$ cat src/rtl/store_narrower.sv
// store_narrower: narrows a 32-bit register value to byte/half/word and writes
// it little-endian to a byte-wide memory, one byte per mem_ack handshake.
// Flags narrowing overflow and illegal size / misaligned address on completion.
//
// state | meaning
// IDLE  | ready for a request; no memory activity
// WRITE | presenting byte r_idx, waiting for mem_ack
// FIN   | one-cycle done pulse carrying ovf/err
module store_narrower #(
    parameter int AW = 32
) (
    input  logic          i_clk,
    input  logic          i_rst,
    input  logic          i_req_valid,
    output logic          o_req_ready,
    input  logic [AW-1:0] i_req_addr,
    input  logic [31:0]   i_req_data,
    input  logic [1:0]    i_req_size,
    input  logic          i_req_signed,
    output logic          o_mem_we,
    output logic [AW-1:0] o_mem_addr,
    output logic [7:0]    o_mem_wdata,
    input  logic          i_mem_ack,
    output logic          o_done,
    output logic          o_ovf,
    output logic          o_err
);

    typedef enum logic [1:0] {
        IDLE  = 2'd0,
        WRITE = 2'd1,
        FIN   = 2'd2
    } state_t;

    state_t        r_state;
    state_t        w_next;
    logic [AW-1:0] r_addr;
    logic [31:0]   r_data;
    logic [1:0]    r_idx;
    logic [1:0]    r_last;
    logic          r_ovf;
    logic          r_err;

    logic          w_accept;
    logic          w_err;
    logic          w_ovf_raw;
    logic          w_ovf;
    logic [1:0]    w_last;
    logic          w_ack_last;

    assign w_accept   = i_req_valid && (r_state == IDLE);
    assign w_ack_last = (r_state == WRITE) && i_mem_ack && (r_idx == r_last);
    // An erroring request never writes, so overflow is meaningless for it.
    assign w_ovf      = w_ovf_raw && !w_err;

    // Decode size into error, overflow and index of the final byte.
    always_comb begin
        w_err     = 1'b0;
        w_ovf_raw = 1'b0;
        w_last    = 2'd3;
        case (i_req_size)
            2'b00: begin
                w_last    = 2'd0;
                w_ovf_raw = i_req_signed ? !((&i_req_data[31:7]) || !(|i_req_data[31:7]))
                                         : (|i_req_data[31:8]);
            end
            2'b01: begin
                w_last    = 2'd1;
                w_err     = i_req_addr[0];
                w_ovf_raw = i_req_signed ? !((&i_req_data[31:15]) || !(|i_req_data[31:15]))
                                         : (|i_req_data[31:16]);
            end
            2'b10: begin
                w_last = 2'd3;
                w_err  = (i_req_addr[1:0] != 2'b00);
            end
            default: begin
                w_last = 2'd3;
                w_err  = 1'b1;
            end
        endcase
    end

    // State register.
    always_ff @(posedge i_clk) begin
        if (i_rst) begin
            r_state <= IDLE;
        end else begin
            r_state <= w_next;
        end
    end

    // Next-state logic.
    always_comb begin
        w_next = r_state;
        case (r_state)
            IDLE: begin
                if (w_accept) begin
                    w_next = w_err ? FIN : WRITE;
                end
            end
            WRITE: begin
                if (w_ack_last) begin
                    w_next = FIN;
                end
            end
            FIN:     w_next = IDLE;
            default: w_next = IDLE;
        endcase
    end

    // Latch the request on acceptance and step the byte index on each ack.
    always_ff @(posedge i_clk) begin
        if (i_rst) begin
            r_addr <= '0;
            r_data <= '0;
            r_idx  <= 2'd0;
            r_last <= 2'd0;
            r_ovf  <= 1'b0;
            r_err  <= 1'b0;
        end else if (w_accept) begin
            r_addr <= i_req_addr;
            r_data <= i_req_data;
            r_idx  <= 2'd0;
            r_last <= w_last;
            r_ovf  <= w_ovf;
            r_err  <= w_err;
        end else if ((r_state == WRITE) && i_mem_ack && !w_ack_last) begin
            r_idx <= r_idx + 2'd1;
        end
    end

    // Outputs are decoded from state so reset immediately silences the bus.
    always_comb begin
        o_req_ready = 1'b0;
        o_mem_we    = 1'b0;
        o_mem_addr  = '0;
        o_mem_wdata = 8'h00;
        o_done      = 1'b0;
        o_ovf       = 1'b0;
        o_err       = 1'b0;
        case (r_state)
            IDLE: o_req_ready = 1'b1;
            WRITE: begin
                o_mem_we   = 1'b1;
                o_mem_addr = r_addr + {{(AW-2){1'b0}}, r_idx};
                case (r_idx)
                    2'd0:    o_mem_wdata = r_data[7:0];
                    2'd1:    o_mem_wdata = r_data[15:8];
                    2'd2:    o_mem_wdata = r_data[23:16];
                    default: o_mem_wdata = r_data[31:24];
                endcase
            end
            FIN: begin
                o_done = 1'b1;
                o_ovf  = r_ovf;
                o_err  = r_err;
            end
            default: ;
        endcase
    end

endmodule
$ cat config.mk
export PLATFORM = sky130hd
export DESIGN_NAME = store_narrower
export DESIGN_NICKNAME = d
export VERILOG_FILES = /design/src/rtl/store_narrower.sv
export SDC_FILE = /design/constraint.sdc
export NUM_CORES = 1
export LEC_CHECK = 0
export BUFFER_PORTS_ARGS = -buffer_cell sky130_fd_sc_hd__buf_2
export CAP_MARGIN = 30
export CORE_MARGIN = 5
export CORE_UTILIZATION = 56
export DETAILED_ROUTE_END_ITERATION = 8
export PLACE_DENSITY = 0.86
export SLEW_MARGIN = 20
export SYNTH_ARGS = -nofsm -noshare
export SYNTH_HDL_FRONTEND = slang
export SYNTH_SLANG_ARGS = --single-unit
$ cat constraint.sdc
create_clock -name i_clk -period 4.6 [get_ports i_clk]
set_clock_uncertainty 0.15 [all_clocks]
set_input_delay 0.69 -clock i_clk [delete_from_list [all_inputs] [get_ports i_clk]]
set_output_delay 0.69 -clock i_clk [all_outputs]
set_load 0.01 [all_outputs]
==> impl_summary.txt <==
----------------------------------------------------
[Status]
  Outcome ... finished clean

[CTS]
  H-tree depth ... 3
  Number of CTS-inserted buffers ... 9
  Clock Latency Late Sink ... 340 ps
  CTS tree ... yes
  Max clock buf depth ... 2
  Post-CTS resize count ... 0
  Clock-pin slew of the registers on the worst-case setup and hold paths ... 70 ps
  Number of buffers inserted by post-CTS setup repair ... 0
  Master cell of the clock root buffer ... clkbuf_8
  Clock sink count ... 72
  CTS Hold Bufs ... 0

[Route]
  Detailed-route wire length ... 10.66 mm
  Number of design rule violations left after detail routing ... 0
  First-pass detailed-route iteration total ... 8
  Initial DRC count ... 284
  Via count ... 4,026
  Vias per std cell ... 5.654
  Routed wire per std cell ... 14.97 um
  Remaining antenna violation count ... 0

[Setup path]
  CP Class ... flip-flop to primary output
  Critical-path cell with the highest stage delay ... or3_1
  Worst endpoint required time ... 3760 ps
  Crit-path cells ... ha_1 > a21oi_1 > or3_1 > nor4_1 > xnor2_1 > nor2_1 > buf_2
  Critical Path Sink Type ... primary output
  Data arrival time of the critical path ... 2460 ps
  Critical Path Start Type ... flip-flop
  Slowest Stage Delay on Critical Path ... 530 ps
  Worst-path maximum fanout ... 10
  Setup slack of the most critical reg-to-reg path ... 2380 ps

[Power]
  Clock network fraction of design power ... 36.6%
  Total power of the final layout ... 0.001458 W
  Internal power of the cells ... 0.001060 W
  Pwr dens ... 313.9 nW/um^2
  Switching component of the power ... 0.0003977 W
  Leakage power total ... 1.939 nW
  Maximum ir drop on the vdd rail ... 0.2096 mV
  Power share of the combinational group ... 14.8%
  Power share of the sequential group ... 48.5%
  Net Sw Frac ... 27.29%

[Synthesis]
  Cell area after synthesis ... 3874 um^2
  Post-synth top area share ... 37.21%
  Mapped Nets ... 610
  Leading post-synthesis cells by cell area ... dfxtp_1, nand2_1, a21oi_1
  Flip-flop cell with the highest count after synthesis ... dfxtp_1
  Share of flip-flops with an asynchronous set or reset ... 0%
  Total number of yosys warnings ... 0
  Most numerous cell in the Yosys netlist ... nand2_1
  Part of the Yosys area used for sequential elements ... 37.21%
  Synthesized instance count ... 532
  Most used standard cells in the synthesized netlist ... nand2_1, a21oi_1, dfxtp_1
  Mean instance size in the synthesized netlist ... 7.281 um^2
  Cell taking the most area after synthesis ... dfxtp_1
  Count of cell types in the netlist ... 44
  Number of flops mapped to enable cells by yosys ... 0
  Register bit total from synthesis ... 72

[Floorplanning]
  Die Y ... 93.17 um
  Initial core utilization ... 57.33%
  Number of core rows ... 30
  Total core area ... 6756 um^2
  Die outline width ... 93.17 um
  I/O Pins ... 116
  Die area ... 8681 um^2

[Place]
  Routability Congestion ... 0.8802
  Detailed Place HPWL ... 7.717 mm
  Placement-stage worst setup slack ... 1681 ps
  Port Buf Inserts ... 115

[Global routing]
  Initial antenna violation count ... 0
  Maximum number of pins on one net before global-route repair ... 68
  Global router's overall resource usage ... 24.63%
  Total grt overflow ... 0
  Number of global-route vias before repair ... 3,754
  Global-route wire length before repair ... 17.27 mm

[STA]
  Upper clock frequency limit ... 303.0 MHz
  Final period utilization ... 71.73%
  Aggregate negative setup slack ... 0 ps
  Slew margin rel. ... 50.81%
  Count of final hold-check violations ... 0
  Count of endpoints failing setup in the final report ... 0
  Post-layout minimum cycle time ... 3300 ps
  Final setup margin ... 1300 ps
  Final Slew Violations ... 0
  Unrepaired setup endpoints after global routing ... false
  Transition at the pin with the smallest max-transition slack ... 731.2 ps

[Finish]
  Ratio of cells with drive above 1 in the final layout ... 23.89%
  Share of the core filled with cells ... 68.74%
  P&R area growth vs syn ... 19.90%
  Antenna fix cells ... 0
  Final Net Count ... 705

[Flow run]
  Maximum Capacitance Violations ... 0

[Min path]
  Hold crit path type ... flip-flop to flip-flop

----------------------------------------------------
[registers in the layout (all words and copies together) (netlist names)]
register / cells
r_data: 32
r_err: 1
r_idx: 2
r_addr: 32
r_last: 2
r_ovf: 1
r_state: 2
[cells in the final DEF, fill, tap and decap left out, types with 2 or more instances in the layout]
master,n
nor4_1,7
a21oi_1,83
and4_2,2
nor2b_1,2
nand3_1,8
ha_1,6
nand4_1,8
or4_1,2
o21ai_0,6
clkbuf_8,13
nand2_1,148
dfxtp_1,72
buf_2,115
inv_1,13
xnor2_1,21
and2_1,4
buf_4,3
mux2i_1,2
nor4_2,3
and4_1,2
a222oi_1,8
or3_1,5
nor3_1,11
nor4_4,2
nand2b_1,2
nor2_1,56
xor2_1,6
[power by group through the flow]
stage | clock network, W | logic [W] | registers [W]
floorplan | 0 | 0.000141 | 0.000709
global placement | 0 | 0.000205 | 0.000717
detailed placement | 0 | 0.000212 | 0.000719
CTS | 0.000541 | 0.000213 | 0.000706
global route | 0.000569 | 0.000242 | 0.000713
finish | 0.000534 | 0.000216 | 0.000707
[layout make-up]
type	count	area (um^2)
repair buffers	119	618.1
multi-input cells	412	2218
clock buffers	14	182.7
inverters	13	48.80
clock inverters	2	35.03
fillers	581	2112
well taps	80	100.1
flip-flops and latches	72	1441
[through the flow]
stage / instance area [um^2] / hold WS [ps] / std cells
2_1_floorplan: 3874 / 272.7 / 532
3_3_place_gp: 4402 / 284.9 / 695
3_5_place_dp: 4407 / 297.6 / 695
4_1_cts: 4624 / 307.3 / 711
5_1_grt: 4644 / 329.5 / 712
6_report: 4644 / 306.6 / 712
[cell families (layout without fill, tap and decap cells)]
group / Yosys count / in the layout / synth area share [%]
adders and majority gates: 7 / 7 / 2.455
DFF: 72 / 72 / 37.21
and+or+nand+nor: 272 / 272 / 32.95
xor gates and xnor gates: 27 / 27 / 6.105
buffers and inverters: 48 / 148 / 5.750
AOI/OAI and AO/OA: 103 / 103 / 14.73
muxes: 3 / 3 / 0.8075
[metal layers]
metal	global-route usage (%)	vias up	share of wire, %
li1	-	1972	-
met1	32.93	1823	42
met2	39.53	211	47
met3	4.264	20	9.2
met4	9.646	0	1.7
met5	0	-	0
[final timing paths]
check             startpoint             end  depth (start not counted)
setup / recovery    r_idx[0]  o_mem_addr[29]                          7
hold / removal         r_ovf           r_ovf                          2
hold reg to reg        r_ovf           r_ovf                          2
setup reg to reg  r_state[1]       r_last[0]                          5
[worst max-delay path: cells and delay by family, from the launching register on]
| family | cells | cell delay, ps |
|---|---|---|
| xor+xnor | 1 | 180 |
| fa+ha+maj | 1 | 240 |
| simple gates | 3 | 960 |
| compound gates | 1 | 130 |
| flops | 1 | 460 |
| buf+inv | 1 | 150 |
Note: power is estimated with default switching activity, not from simulation.
